==> config.mk <==
export PLATFORM = sky130hd
export DESIGN_NAME = error_collect_flat
export DESIGN_NICKNAME = d
export VERILOG_FILES = /design/src/rtl/cpu_err_pkg.sv /design/src/rtl/error_collect_if.sv /design/src/rtl/prio_enc.sv /design/src/rtl/error_collect.sv /design/src/flat_wrapper.sv
export SDC_FILE = /design/constraint.sdc
export NUM_CORES = 1
export LEC_CHECK = 0
export ABC_CLOCK_PERIOD_IN_PS = 6230
export CORE_UTILIZATION = 52
export CTS_CLUSTER_DIAMETER = 100
export DETAILED_ROUTE_END_ITERATION = 10
export PLACE_DENSITY_LB_ADDON = 0.2
export SYNTH_ARGS = -nofsm -noshare
export SYNTH_HDL_FRONTEND = slang
export SYNTH_SLANG_ARGS = --single-unit
==> constraint.sdc <==
create_clock -name clk -period 6.23 [get_ports clk]
set_clock_uncertainty 0.2 [all_clocks]
set_input_delay 1.869 -clock clk [delete_from_list [all_inputs] [get_ports clk]]
set_output_delay 1.869 -clock clk [all_outputs]
set_load 0.02 [all_outputs]
==> src/rtl/cpu_err_pkg.sv <==
// Shared CPU error definitions: error codes, error-collector FSM encoding, and
// a helper for index widths.
package cpu_err_pkg;

    localparam int NO_ERROR             = 0;
    localparam int ERROR_DIV_BY_ZERO    = 1;
    localparam int ERROR_MEM_ACCESS_ERR = 2;
    localparam int ERROR_IS_OPCODE_ERR  = 3;

    typedef enum logic {
        IDLE   = 1'b0,
        REPORT = 1'b1
    } err_state_t;

    // A single source still needs a 1-bit index.
    function automatic int idx_w(input int n);
        return (n > 1) ? $clog2(n) : 1;
    endfunction

endpackage

==> src/rtl/error_collect_if.sv <==
// Error-collector bus: source pulses, masking and faulting PC in; the report
// and PCU handshake plus status out.
interface error_collect_if #(
    parameter int N_SRC = 3,
    parameter int ERR_W = 4,
    parameter int PC_W  = 32,
    parameter int CNT_W = 8
);
    logic [N_SRC-1:0] src_err;
    logic [N_SRC-1:0] src_mask;
    logic [PC_W-1:0]  cur_pc;
    logic             pcu_ack;
    logic             err_valid;
    logic [ERR_W-1:0] cpu_error;
    logic [PC_W-1:0]  err_pc;
    logic [N_SRC-1:0] err_pending;
    logic [CNT_W-1:0] drop_cnt;
    logic             halt_req;

    modport master (
        output src_err, src_mask, cur_pc, pcu_ack,
        input  err_valid, cpu_error, err_pc, err_pending, drop_cnt, halt_req
    );

    modport slave (
        input  src_err, src_mask, cur_pc, pcu_ack,
        output err_valid, cpu_error, err_pc, err_pending, drop_cnt, halt_req
    );
endinterface

==> src/rtl/prio_enc.sv <==
// Lowest-set-index priority encoder with an any-request flag.
module prio_enc
    import cpu_err_pkg::*;
#(
    parameter int N_SRC = 3,
    parameter int IDX_W = idx_w(N_SRC)
) (
    input  logic [N_SRC-1:0] i_req,
    output logic [IDX_W-1:0] o_idx,
    output logic             o_valid
);
    // Scan from the top down so the lowest set index is the last one written.
    always_comb begin
        o_idx   = '0;
        o_valid = |i_req;
        for (int i = N_SRC - 1; i >= 0; i--) begin
            if (i_req[i]) o_idx = IDX_W'(i);
        end
    end
endmodule

==> src/rtl/error_collect.sv <==
// Captures error pulses into sticky pending bits and reports them one at a time
// to the PCU, lowest index first, holding each report until acknowledged.
module error_collect
    import cpu_err_pkg::*;
#(
    parameter int               N_SRC     = 3,
    parameter int               ERR_W     = 4,
    parameter int               PC_W      = 32,
    parameter int               CNT_W     = 8,
    parameter logic [N_SRC-1:0] HALT_MASK = {N_SRC{1'b1}}
) (
    input  logic           clk,
    input  logic           rst,
    error_collect_if.slave bus
);
    localparam int IDX_W = idx_w(N_SRC);
    localparam int POP_W = $clog2(N_SRC + 1);
    localparam int SUM_W = CNT_W + POP_W + 1;

    generate
        if ((2 ** ERR_W) <= N_SRC) begin : g_bad_err_w
            $error("error_collect: ERR_W too narrow to encode N_SRC error codes");
        end
    endgenerate

    err_state_t       r_state;
    logic [N_SRC-1:0] r_pending;
    logic [IDX_W-1:0] r_sel;
    logic [ERR_W-1:0] r_code;
    logic [PC_W-1:0]  r_pc;
    logic [CNT_W-1:0] r_drop;
    logic             r_halt;

    logic [N_SRC-1:0] w_new;
    logic [N_SRC-1:0] w_clr;
    logic [N_SRC-1:0] w_coal;
    logic [N_SRC-1:0] w_cand;
    logic [IDX_W-1:0] w_sel;
    logic             w_any;
    logic [POP_W-1:0] w_pop;

    function automatic logic [CNT_W-1:0] sat_add(input logic [CNT_W-1:0] a,
                                                 input logic [POP_W-1:0] b);
        logic [SUM_W-1:0] s;
        s = SUM_W'(a) + SUM_W'(b);
        if (s > {{(POP_W + 1){1'b0}}, {CNT_W{1'b1}}}) return '1;
        return s[CNT_W-1:0];
    endfunction

    assign w_new  = bus.src_err & ~bus.src_mask;
    assign w_clr  = ((r_state == REPORT) && bus.pcu_ack) ? (N_SRC'(1) << r_sel) : '0;
    // A pulse landing on an already-pending bit that is not being cleared is lost.
    assign w_coal = w_new & r_pending & ~w_clr;
    assign w_cand = r_pending | w_new;

    always_comb begin
        w_pop = '0;
        for (int i = 0; i < N_SRC; i++) w_pop = w_pop + POP_W'(w_coal[i]);
    end

    prio_enc #(.N_SRC(N_SRC), .IDX_W(IDX_W)) u_prio (
        .i_req   (w_cand),
        .o_idx   (w_sel),
        .o_valid (w_any)
    );

    always_ff @(posedge clk) begin
        if (rst) begin
            r_state   <= IDLE;
            r_pending <= '0;
            r_sel     <= '0;
            r_code    <= ERR_W'(NO_ERROR);
            r_pc      <= '0;
            r_drop    <= '0;
            r_halt    <= 1'b0;
        end else begin
            // Set wins over clear, so a fresh pulse on the acked source re-arms it.
            r_pending <= (r_pending & ~w_clr) | w_new;
            r_drop    <= sat_add(r_drop, w_pop);
            case (r_state)
                IDLE: begin
                    if (w_any) begin
                        r_state <= REPORT;
                        r_sel   <= w_sel;
                        r_code  <= ERR_W'(w_sel) + ERR_W'(ERROR_DIV_BY_ZERO);
                        r_pc    <= bus.cur_pc;
                        r_halt  <= HALT_MASK[w_sel];
                    end
                end
                REPORT: begin
                    if (bus.pcu_ack) begin
                        r_state <= IDLE;
                        r_code  <= ERR_W'(NO_ERROR);
                        r_halt  <= 1'b0;
                    end
                end
                default: r_state <= IDLE;
            endcase
        end
    end

    assign bus.err_valid   = (r_state == REPORT);
    assign bus.cpu_error   = r_code;
    assign bus.err_pc      = r_pc;
    assign bus.err_pending = r_pending;
    assign bus.drop_cnt    = r_drop;
    assign bus.halt_req    = r_halt;
endmodule

==> src/flat_wrapper.sv <==
// flat-port wrapper written by rule: the top's interface ports become plain ports
module error_collect_flat import cpu_err_pkg::*;
#(
    parameter int               N_SRC     = 3,
    parameter int               ERR_W     = 4,
    parameter int               PC_W      = 32,
    parameter int               CNT_W     = 8,
    parameter logic [N_SRC-1:0] HALT_MASK = {N_SRC{1'b1}}
)
  (clk, rst, bus_src_err, bus_src_mask, bus_cur_pc, bus_pcu_ack, bus_err_valid, bus_cpu_error, bus_err_pc, bus_err_pending, bus_drop_cnt, bus_halt_req);
  error_collect_if #(.N_SRC(N_SRC), .ERR_W(ERR_W), .PC_W(PC_W), .CNT_W(CNT_W)) bus_i ();
  input  logic clk;
  input  logic rst;
  input wire logic [$bits(bus_i.src_err)-1:0] bus_src_err;
  input wire logic [$bits(bus_i.src_mask)-1:0] bus_src_mask;
  input wire logic [$bits(bus_i.cur_pc)-1:0] bus_cur_pc;
  input wire logic [$bits(bus_i.pcu_ack)-1:0] bus_pcu_ack;
  output wire logic [$bits(bus_i.err_valid)-1:0] bus_err_valid;
  output wire logic [$bits(bus_i.cpu_error)-1:0] bus_cpu_error;
  output wire logic [$bits(bus_i.err_pc)-1:0] bus_err_pc;
  output wire logic [$bits(bus_i.err_pending)-1:0] bus_err_pending;
  output wire logic [$bits(bus_i.drop_cnt)-1:0] bus_drop_cnt;
  output wire logic [$bits(bus_i.halt_req)-1:0] bus_halt_req;
  assign bus_i.src_err = bus_src_err;
  assign bus_i.src_mask = bus_src_mask;
  assign bus_i.cur_pc = bus_cur_pc;
  assign bus_i.pcu_ack = bus_pcu_ack;
  assign bus_err_valid = bus_i.err_valid;
  assign bus_cpu_error = bus_i.cpu_error;
  assign bus_err_pc = bus_i.err_pc;
  assign bus_err_pending = bus_i.err_pending;
  assign bus_drop_cnt = bus_i.drop_cnt;
  assign bus_halt_req = bus_i.halt_req;
  error_collect #(.N_SRC(N_SRC), .ERR_W(ERR_W), .PC_W(PC_W), .CNT_W(CNT_W), .HALT_MASK(HALT_MASK)) u_core (.clk(clk), .rst(rst), .bus(bus_i));
endmodule
==> results.cfg, run 1 <==
[layout]
final_nets = 486
synthToLayoutAreaGrowth_pct = 28.9
antenna_cells = 0
multi_input_area_um2 = 1910
ff_latch_area_um2 = 1000
layout_common_cells = clkdlybuf4s50_1, nand2_1, dfxtp_1
fill_cells = 470
layout_commonest_cell = clkdlybuf4s50_1
drive_gt1_frac = 0.0364

[synthesis]
netlist-cell-type-count = 38
synth_area_leader_cell = dfxtp_1
synth_seq_cells = 50
yosys-top-cells-area = dfxtp_1, mux2i_1, nand2_1
syn_inst = 377
syn_nets = 424
synthArstFlopShare = 0
synth_area_um2 = 3120
synth_ff_type = dfxtp_1
synth_edf_count = 0
yosysWarnings = 0
yosysSeqAreaShare = 0.321
synth.avg_cell_area_um2 = 8.28
synth.top_cell.area_share = 0.321

[timing]
finalSetupTns_ps = 0
fin_ws_ps = 1370
setup_violations = 0
worst_pin_slew_ps = 1110
maxSlewViolCount = 0
finalCriticalPeriod_ps = 4860
rsz0062_at_grt = false
hold_viol = 0
max_freq_ghz = 0.206
relSlewSlack = 0.261
min_period_over_period = 0.780

[clock_tree]
clock-sinks = 50
clk-insertion-delay-late_ps = 290
cts_tree = done
htreeDepth = 2
cts_repair_resize_count = 0
cts_hold_buf = 0
clkTransAtPathRegs_ps = 80
cts_buffer_depth = 2
cts_setup_buffers = 0
cts_inserted_buffers = 5
ctsRootBufferMaster = clkbuf_8

[drt]
antenna_left = 0
drt-total-wl_um = 7510
first_pass_iters = 4
drc_errors = 0
viasPerCell = 5.83
drt-initial-drc-count = 208
wl_per_cell_um = 14.7
vias = 2980

[floorplanning]
core-area_um2 = 5640
die_area_um2 = 6310
die_h_um = 79.5
rows = 27
start_util = 0.553
ios = 90
die_w_um = 79.5

[placed_design]
portBuffers = 88
preCtsSetupSlack_ps = 1070
gp_congestion = 0.822
dp_hpwl_um = 4730

[grt]
grtUsageTotal = 0.240
grt_pass1_vias = 2669
antenna_found_initial = 0
gr-total-overflow = 0
grt_max_degree = 119
grt_pass1_wl_um = 12200

[critical_path]
required_ps = 6240
cp_data_arrival_time_ps = 4870
cp_max_fo = 7
end_kind = register
crit_type = in -> reg
cp-start-kind = primary input

[power]
ir_drop_v = 0.000120
p_per_area_nw_per_um2 = 212
p_leak_nw = 1.31
power_mw = 0.852

[run]
drv_cap = 0

[min_path]
hold_class = reg -> reg

[status]
outcome = finished, final reports clean
==> stage by stage <==
step | instances | hold slack (ps) | utilization | cell area (µm²)
floorplan | 377 | 267 | - | 3120
detailed placement | 504 | 281 | 0.699 | 3950
finish | 511 | 296 | 0.713 | 4020
CTS | 511 | 298 | 0.713 | 4020
global route | 511 | 308 | 0.713 | 4020
global placement | 504 | 274 | 0.699 | 3950
==> sequential cells by signal, indices dropped and copies added, names as in the netlist <==
register,flops
u_core.bus.err_pc,32
u_core.bus.drop_cnt,8
u_core.bus.cpu_error,3
u_core.bus.err_pending,3
u_core.r_sel,2
u_core.bus.err_valid,1
u_core.bus.halt_req,1
==> kinds of logic (layout without fill, tap and decap cells) <==
logic type               after synthesis  count (layout)  synth area share
adder cells (fa/ha/maj)                6               6            0.0289
AND/OR/NAND/NOR                      183             183             0.346
XOR/XNOR                               2               2           0.00561
flip-flops                            50              50             0.321
buffers and inverters                 46             108            0.0690
other                                  1               1           0.00120
AO/OA/AOI/OAI                         56              56             0.123
multiplexers                          33              33             0.106
==> cells in the mapped netlist (2+ instances only) <==
library cell   n
nand2_1       79
ha_1           4
mux2i_1       33
nand2b_1       5
nor4b_1       32
fa_1           2
nand3_1        2
buf_2          3
buf_4          2
a21oi_1       11
a211oi_1       3
nor2_1         7
or4_1          4
o31ai_1        2
o21ai_0        5
o211ai_1      32
o2111ai_1      3
buf_1          3
clkbuf_1      25
nor3_1         6
nor2b_1        4
inv_1          8
xnor2_1        2
buf_6          4
dfxtp_1       50
nor3b_1       34
==> critical path, cell delays in order <==
cell and delay (ps):
clkdlybuf4s50_1 480, nand2_1 160, o31ai_1 340, nor2_1 100, fa_1 520, ha_1 170, inv_1 60, fa_1 400
nand2b_1 180, or3_1 420, a21oi_1 170
==> layout make-up <==
| class | instances | area share |
|---|---|---|
| Timing Repair Buffer | 93 | 0.228 |
| Tap cell | 72 | 0.0224 |
| Multi-Input combinational cell | 281 | 0.474 |
| Inverter | 8 | 0.00747 |
| Sequential cell | 50 | 0.249 |
| Clock buffer | 7 | 0.0190 |
==> power by group <==
part / internal, mW / leakage, nW / switching (mW) / total [mW]
sequential: 0.357 / 0.413 / 0.0268 / 0.383
combinational: 0.142 / 0.863 / 0.152 / 0.293
clock: 0.0776 / 0.0383 / 0.0980 / 0.176
==> worst paths after layout <==
path              cells past startpoint  slack (ps)                   from                     end
hold reg to reg                       2         300  u_core.bus.err_pc[10]   u_core.bus.err_pc[10]
hold / removal                        2         300  u_core.bus.err_pc[10]   u_core.bus.err_pc[10]
setup / recovery                     11        1370            bus_pcu_ack  u_core.bus.drop_cnt[1]
setup reg to reg                     11        2370   u_core.bus.err_valid  u_core.bus.drop_cnt[1]
==> per-layer routing <==
metal / track usage / vias to the layer above / routed length [µm]
met5: 0 / - / 0
met4: 0.0655 / 0 / 59
met3: 0.0434 / 7 / 408
met2: 0.419 / 77 / 3560
met1: 0.299 / 1417 / 3490
li1: - / 1479 / -
Note: power is estimated with default switching activity, not from simulation.
==> run 2: changes to the inputs <==
Settings changed: ABC_CLOCK_PERIOD_IN_PS 6230 to 4000, CORE_UTILIZATION 52 to 43.
Clock period 6.23 ns to 4 ns, I/O delays scaled along.
==> run 2 against run 1 <==
Combinational power increased by 59%. Critical path depth unchanged. Register-to-register slack got worse by 1300 ps. Power increased by 68%. Sequential share of layout area decreased by 0.95 points. Highest routed layer unchanged.
==> results.cfg, run 2 (synthesis gave the netlist of run 1 again) <==
[min_path]
hold_class = reg -> reg

[grt]
grt_pass1_wl_um = 12900
grt_pass1_vias = 2822
met2_usage = 0.381
grt_use_met3 = 0.0445
busiest_layer = met2
grtUsageTotal = 0.212
gr-total-overflow = 0
grt_max_degree = 76
antenna_found_initial = 0
grt_use_met1 = 0.260

[floorplanning]
rows = 30
die_h_um = 87.2
start_util = 0.452
die_area_um2 = 7600
die_w_um = 87.2
core-area_um2 = 6910
ios = 90

[timing]
min_period_over_period = 0.974
worst_pin_slew_ps = 740
holdWs_ps = 294
maxSlewViolCount = 0
hold_viol = 0
max_freq_ghz = 0.257
rsz0062_at_grt = true
relSlewSlack = 0.507
setup_violations = 0
finalCriticalPeriod_ps = 3900
finalSetupTns_ps = 0

[drt]
drc_errors = 0
vias = 3008
drt-initial-drc-count = 143
first_pass_iters = 4
antenna_left = 0
wl_per_cell_um = 14.7
viasPerCell = 5.55
drt-total-wl_um = 7940

[status]
outcome = finished, final reports clean

[critical_path]
path_cells = clkdlybuf4s50_1 > nand2_2 > o31ai_4 > nor2_2 > fa_1 > ha_1 > inv_1 > fa_2 > nand2b_1 > or3_4 > a21oi_2
cp_data_arrival_time_ps = 3940
cp_max_fo = 4
max_stage_delay_ps = 520
required_ps = 4040
end_kind = register
slowest_stage = fa_1
cp-start-kind = primary input
crit_type = in -> reg

[placed_design]
portBuffers = 88
gp_congestion = 0.817
dpl_cell_area_um2 = 4030
dp_hpwl_um = 5030

[clock_tree]
clk-insertion-delay-late_ps = 300
ctsRootBufferMaster = clkbuf_8
cts_hold_buf = 0
cts_tree = done
cts_buffer_depth = 2
clock-sinks = 50
clkTransAtPathRegs_ps = 90
htreeDepth = 2
cts_inserted_buffers = 5

[layout]
final_nets = 493
largest_reg_flops = 32
fill_cells = 668
design_area_um2 = 4180
synthToLayoutAreaGrowth_pct = 34.0
drive_gt1_frac = 0.0762
layout_common_cells = clkdlybuf4s50_1, nand2_1, dfxtp_1
postLayoutCoreUtil = 0.605
antenna_cells = 0
layout_commonest_cell = clkdlybuf4s50_1

[power]
ir_drop_v = 0.000197
p_per_area_nw_per_um2 = 343
power_mw = 1.43
p_leak_nw = 1.37

[run]
drv_cap = 0
-- run 2: path summary, 6_finish.rpt --
path | start | end | slack (ps) | cells after the start
setup / recovery | bus_pcu_ack | u_core.bus.drop_cnt[1] | 100 | 11
hold / removal | u_core.bus.err_pc[29] | u_core.bus.err_pc[29] | 290 | 2
setup reg to reg | u_core.r_sel[0] | u_core.bus.drop_cnt[1] | 1090 | 10
hold reg to reg | u_core.bus.err_pc[29] | u_core.bus.err_pc[29] | 290 | 2
-- run 2: layout make-up --
| cell class | count | area (µm²) | share of cell area |
|---|---|---|---|
| Clock buffer | 6 | 82.6 | 0.0197 |
| Sequential cell | 50 | 1000 | 0.240 |
| Multi-Input combinational cell | 281 | 1950 | 0.466 |
| Inverter | 8 | 30.0 | 0.00718 |
| Timing Repair Buffer | 100 | 968 | 0.232 |
| Clock inverter | 1 | 30.0 | 0.00718 |
| Tap cell | 96 | 120 | 0.0287 |
-- run 2: layer usage --
layer	vias up	share of wire	wire length (µm)
met2	66	0.49	3920
met5	-	0	0
met4	0	0.0039	31
li1	1493	-	-
met1	1447	0.46	3630
met3	2	0.045	361
-- run 2: critical path: cells and delay by family --
kind / cells / cell delay [ps]
compound gates: 2 / 410
fa+ha+maj: 3 / 1040
buf+inv: 2 / 550
simple gates: 4 / 750
-- run 2: per-stage QoR --
stage / std cells / setup WS (ps)
CTS: 542 / 24.1
floorplan: 377 / 301
finish: 542 / 103
global route: 542 / -3.91
detailed placement: 535 / -351
global placement: 535 / -246
-- run 2: what timing repair did --
| item | in CTS | in global routing |
|---|---|---|
| endpoints found under the setup margin | 2 | 6 |
| cloned | 0 | 0 |
| resized for setup | 2 | 7 |
| pin swaps | 0 | 2 |
| buffers inserted | 0 | 0 |
-- run 2: report_power, final --
group,switching [mW],internal (mW),total (mW),leakage [nW]
combinational,0.239,0.227,0.467,0.901
clock,0.168,0.200,0.368,0.0573
sequential,0.0445,0.555,0.600,0.413
==> run 3: changes to the inputs <==
Settings changed: PLACE_DENSITY set to 0.83, PLACE_DENSITY_LB_ADDON 0.2 to unset.
==> run 3 against run 2 <==
Sequential share of layout area grew 0.22 points. Maximum frequency grew 0.27%. Clock-buffer cell count grew 1. Die area is the same. Critical path type unchanged. Largest cell class unchanged.
==> results.cfg, run 3 (synthesis gave the netlist of run 1 again) <==
[clock_tree]
clock-sinks = 50
cts_inserted_buffers = 5
clk-insertion-delay-late_ps = 290
cts_buffer_depth = 2
clkTransAtPathRegs_ps = 90
cts_tree = done
htreeDepth = 2
ctsRootBufferMaster = clkbuf_8

[floorplanning]
die_w_um = 87.2
start_util = 0.452
die_h_um = 87.2
ios = 90
core-area_um2 = 6910
die_area_um2 = 7600
rows = 30

[layout]
synthToLayoutAreaGrowth_pct = 32.8
largest_reg_flops = 32
antenna_cells = 0
layout_common_cells = clkdlybuf4s50_1, nand2_1, dfxtp_1
drive_gt1_frac = 0.0653
fin_cells = 540
final_nets = 490
layout_commonest_cell = clkdlybuf4s50_1

[critical_path]
cp_max_fo = 4
worst_r2r_startpoint = u_core.r_sel[0]
startpoint = bus_pcu_ack
regToRegEndpoint = u_core.bus.drop_cnt[0]
rrSetupSlack_ps = 1000
end_kind = register
crit_type = in -> reg
cp-start-kind = primary input
critPathCapture = u_core.bus.drop_cnt[0]
cp_data_arrival_time_ps = 3910
reg2reg_depth = 10
required_ps = 4030

[drt]
wl_per_cell_um = 14.3
drc_errors = 0
antenna_left = 0
met3_length_um = 273
first_pass_iters = 5
wl_met2_um = 3840
highest_layer = met4
wl_met1_um = 3560
drt-total-wl_um = 7710
drt-initial-drc-count = 96
viasPerCell = 5.59
vias = 3019

[grt]
grt_max_degree = 75
grt_pass1_wl_um = 12500
antenna_found_initial = 0
grtUsageTotal = 0.202
gr-total-overflow = 0
grt_pass1_vias = 2735

[timing]
max_freq_ghz = 0.257
setup_violations = 0
worst_pin_slew_ps = 728
finalSetupTns_ps = 0
finalCriticalPeriod_ps = 3890
maxSlewViolCount = 0
min_period_over_period = 0.972
hold_viol = 0
relSlewSlack = 0.515

[min_path]
hold_class = reg -> reg

[placed_design]
portBuffers = 88
gp_congestion = 0.793
placedCellCount = 532
dp_hpwl_um = 4950

[status]
outcome = finished, final reports clean

[power]
power_mw = 1.37
ir_drop_v = 0.000179
p_per_area_nw_per_um2 = 330
p_leak_nw = 1.35

[run]
drv_cap = 0
run 3: routing by layer:
metal	GRT usage	vias to the layer above
met3	0.0313	4
met5	0	-
met2	0.364	74
met1	0.254	1450
met4	0.0417	0
li1	-	1491
run 3: worst min-delay path by stage:
stage | from | depth (start not counted) | to
5_1_grt | u_core.bus.err_pc[5] | 2 | u_core.bus.err_pc[5]
3_3_place_gp | u_core.bus.err_pc[0] | 2 | u_core.bus.err_pc[0]
3_5_place_dp | u_core.bus.err_pc[0] | 2 | u_core.bus.err_pc[0]
2_1_floorplan | u_core.r_sel[0] | 2 | u_core.r_sel[0]
4_1_cts | u_core.bus.err_pc[0] | 2 | u_core.bus.err_pc[0]
6_report | u_core.bus.err_pc[5] | 2 | u_core.bus.err_pc[5]
run 3: what timing repair did:
item                                    in CTS  in global routing
gates resized for setup                      0                  8
buffers inserted                             0                  0
endpoints found under the setup margin       0                  7
hold buffers                                 0                  0
run 3: layout make-up:
cell class,count,area [µm²]
Clock buffer,7,86.3
Clock inverter,1,5.00
Fill cell,629,2760
Inverter,8,30.0
Multi-Input combinational cell,281,1940
Sequential cell,50,1000
Tap cell,96,120
Timing Repair Buffer,97,958
run 3: report_power, final:
| part | switching, mW | internal (mW) |
|---|---|---|
| combinational | 0.238 | 0.226 |
| sequential | 0.0457 | 0.555 |
| clock | 0.163 | 0.140 |
run 3: metrics by stage:
stage                     area (µm²)  setup slack [ps]  hold WS, ps  utilization
after detailed placement        4020              -299          287        0.582
final                           4140               113          296        0.600
after global routing            4140             -4.21          314        0.600
after global placement          4020              -232          274        0.582
after CTS                       4110              8.84          299        0.595
after floorplan                 3120               301          267            -
run 3: worst max-delay path, stage by stage:
cell             delay (ps)
clkdlybuf4s50_1         490
nand2_2                  90
o31ai_4                 250
nor2_2                   70
fa_1                    520
ha_1                    170
inv_1                    60
fa_2                    350
nand2b_1                170
or3_4                   390
a21oi_1                 140
==> edit 1: new RTL, settings of run 2 <==
Set the package constant `NO_ERROR` to 1 (it was 0).
--- a/src/rtl/cpu_err_pkg.sv
+++ b/src/rtl/cpu_err_pkg.sv
@@ -4,3 +4,3 @@
 
-    localparam int NO_ERROR             = 0;
+    localparam int NO_ERROR             = 1;
     localparam int ERROR_DIV_BY_ZERO    = 1;
Behaviour: not the same (a bounded check fails within 4 cycles, from zero or initial values and one cycle with rst high).
==> edit 1 against run 2 <==
Setup slack better by 0.066 ns; maximum frequency rose by 1.7%; cell area shrank 10%; area after synthesis is 13% lower; wire length shrank 4.1%; total power decreased by 7.2%; non-clock buffer count grew 1; register-to-register slack gained 0.08 ns; sequential cell count did not move.
==> edit 1: results (changes against run 2) <==
| Metric | Value |
|---|---|
| Placed cell areas | `3670 µm² (-9.0%)` |
| DR pass1 iterations | `5 (+1)` |
| Final wirelength | `7.61 mm (-4.1%)` |
| First-pass GRT wire length | `12.0 mm (-7.2%)` |
| Clk. pwr | `0.000312 W (-15%)` |
| Fraction of area in multi-input gates | `0.414 (-0.0519)` |
| Setup crit end | `u_core.bus.drop_cnt[6]` |
| Outcome | `finished clean` |
| NetSw | `0.000445 W (-1.4%)` |
| Invs w/o clock | `7 (-1)` |
| Total Power | `0.00133 W (-7.2%)` |
| Peak VDD IR | `0.179 mV (-9.1%)` |
| Area occupied by multi-input gates | `1560 µm² (-20%)` |
| Hold slack final | `0.304 ns (+0.0108 ns)` |
| R2R Setup Slk | `1.17 ns (+0.08 ns)` |
| Hold Path Origin | `u_core.bus.err_pc[12]` |
| Via Count | `2,947 (-2.0%)` |
| GRT Total Usage | `0.231 (+0.0193)` |
| Dpl hpwl | `4.78 mm (-4.8%)` |
| Distinct cell type count after synthesis | `34 (-11%)` |
| Final core utilization | `0.624 (+0.0185)` |
| Non-clock buffers | `101 (+1.0%)` |
| DR iter-0 viols | `226 (+58%)` |
| Final nets | `459 (-6.9%)` |
| Fill cells | `513 (-23%)` |
| Register area share after synthesis | `0.367 (+0.0462)` |
| Clock buffers | `7 (+1)` |
| Synth Area per Inst | `8.02 µm² (-3.1%)` |
| Clock network contribution to total cell area | `0.0243 (-0.00264)` |
| DP Worst Slack | `-0.181 ns (+0.170 ns)` |
| Synth top cells by count | `dfxtp_1, nand2_1, and3_1` |
| Worst Reg2Reg Path Length in Cells | `11 (+1)` |
| Synth top area cells | `dfxtp_1, a32oi_1, and3_1` |
| Hold Path End | `u_core.bus.err_pc[12]` |
[edit 1: cell types whose count changed after synthesis, moves of 5 or more]
cell	before	now
and3_1	0	35
nor3b_1	34	0
nand3_1	2	34
a32oi_1	0	32
clkbuf_1	25	30
nand2_1	79	40
nand4_1	1	32
nor2_1	7	12
nor4b_1	32	1
o211ai_1	32	0
mux2i_1	33	1
[edit 1: logic make-up after synthesis]
logic type | share of synthesized area
AND/OR/NAND/NOR | 0.346
multiplexers | 0.00367
flip-flops | 0.367
XOR/XNOR | 0.00321
other | 0.00137
buffers and inverters | 0.0674
adder cells (fa/ha/maj) | 0.0330
AO/OA/AOI/OAI | 0.178
[edit 1: timing repair]
action	CTS	global route
setup endpoints to repair	0	2
hold buffers	0	0
gates resized for setup	0	1
[edit 1: layer usage]
metal / global-route usage / part of all wire / wire length [µm]
met3: 0.0422 / 0.059 / 447
met5: 0 / 0 / 0
met2: 0.401 / 0.49 / 3750
met4: 0.0719 / 0.011 / 81
met1: 0.288 / 0.44 / 3340
==> edit 2: new RTL, settings of run 2 <==
Without the edit above. Make the reset (`rst`) asynchronous in one clocked block.
--- a/src/rtl/error_collect.sv
+++ b/src/rtl/error_collect.sv
@@ -66,3 +66,3 @@
 
-    always_ff @(posedge clk) begin
+    always_ff @(posedge clk or posedge rst) begin
         if (rst) begin
Behaviour: differs if rst is asserted again (counterexample within 4 cycles, from zero or initial values and one cycle with rst high); with rst held inactive, the same outputs for 10 cycles.
==> edit 2 against run 2 <==
Combinational power increased by 31%; cell area is 23% lower; total power up 12%; register-to-register slack worse by 0.07 ns; count of clock-buffer cells in the layout unchanged; cell count is 39% lower; sequential cell count did not move; wire length decreased by 46%; setup slack improved by 0.17 ns; sequential share of layout area rose by 15 points; critical path depth unchanged; area after synthesis down 31%; maximum frequency increased by 4.6%; critical endpoint is now u_core.bus.drop_cnt[4].
==> edit 2: results (changes against run 2) <==
| Metric | Value |
|---|---|
| Complex-gate fraction of the synthesized area | `0.0658 (-0.0573)` |
| Dpl hpwl | `3.31 mm (-34%)` |
| Layout cell share with drive strength beyond 1 | `0.199 (+0.123)` |
| P_leak | `1.35 nW (-1.2%)` |
| GRT Total Usage | `0.173 (-0.0386)` |
| Mapped Cells | `165 (-56%)` |
| DP Worst Slack | `0.00764 ns (+0.358 ns)` |
| Final nets | `307 (-38%)` |
| Hold Path End | `u_core.bus.err_pc[20]` |
| Placed cell areas | `3150 µm² (-22%)` |
| Hold slack final | `0.309 ns (+0.0152 ns)` |
| DR iter-0 viols | `89 (-38%)` |
| Routability Congestion | `0.834 (+2.1%)` |
| Synth top area cells | `dfrtp_1, mux2_2, ha_1` |
| FF-to-FF End | `u_core.bus.drop_cnt[4]` |
| Fill cells | `362 (-46%)` |
| XOR/XNOR Fraction of Synth Area | `0.0121 (+0.00651)` |
| Hold Path Origin | `u_core.bus.err_pc[20]` |
| Synthesized Nets | `212 (-50%)` |
| Vias in the first global route | `1,509 (-47%)` |
| Peak VDD IR | `0.425 mV (+120%)` |
| Slew headroom | `0.590 (+0.0826)` |
| Mux cell area share after synthesis | `0.171 (+0.0656)` |
| Worst reg2reg startpoint | `u_core.bus.err_valid` |
| Outcome | `finished clean` |
| Cell total after placement | `320 (-40%)` |
| Largest net degree at the start of global routing | `35 (-54%)` |
| Sequential group power | `0.000697 W (+16%)` |
| R2R Setup Slk | `1.02 ns (-0.07 ns)` |
| Via Count | `1,562 (-48%)` |
| Ys async rst share | `1.00 (+1.00)` |
| First-pass GRT wire length | `6.94 mm (-46%)` |
| Non-filler cells in the finished layout | `328 (-39%)` |
| Hold Crit Depth | `1 (-1)` |
| Synth Area in Adders | `0.0416 (+0.0127)` |
| Synth top cells by count | `dfrtp_1, mux2_2, nor2_1` |
| Distinct cell type count after synthesis | `33 (-13%)` |
## edit 2: cells by family (layout without fill, tap and decap cells)
group	Yosys count	count (layout)
XOR/XNOR	3	3
AO/OA/AOI/OAI	20	20
other	1	1
adder cells (fa/ha/maj)	6	6
flip-flops	50	50
AND/OR/NAND/NOR	39	39
buffers and inverters	13	109
multiplexers	33	33
## edit 2: per-layer routing
metal  routed length (µm)  vias to the layer above  global-route usage
li1                     -                      760                   -
met1                 1920                      744               0.218
met2                 2060                       56               0.285
met3                  318                        2              0.0580
met4                   26                        0              0.0458
met5                    0                        -                   0
## edit 2: cell type report
| type | count | area (µm²) | area share |
|---|---|---|---|
| clock buffer | 6 | 82.6 | 0.0255 |
| clock inverter | 2 | 12.5 | 0.00386 |
| inverter | 7 | 26.3 | 0.00811 |
| multi-input combinational | 102 | 858 | 0.265 |
| sequential | 50 | 1250 | 0.386 |
| tap | 67 | 83.8 | 0.0259 |
| timing repair buffer | 94 | 926 | 0.286 |
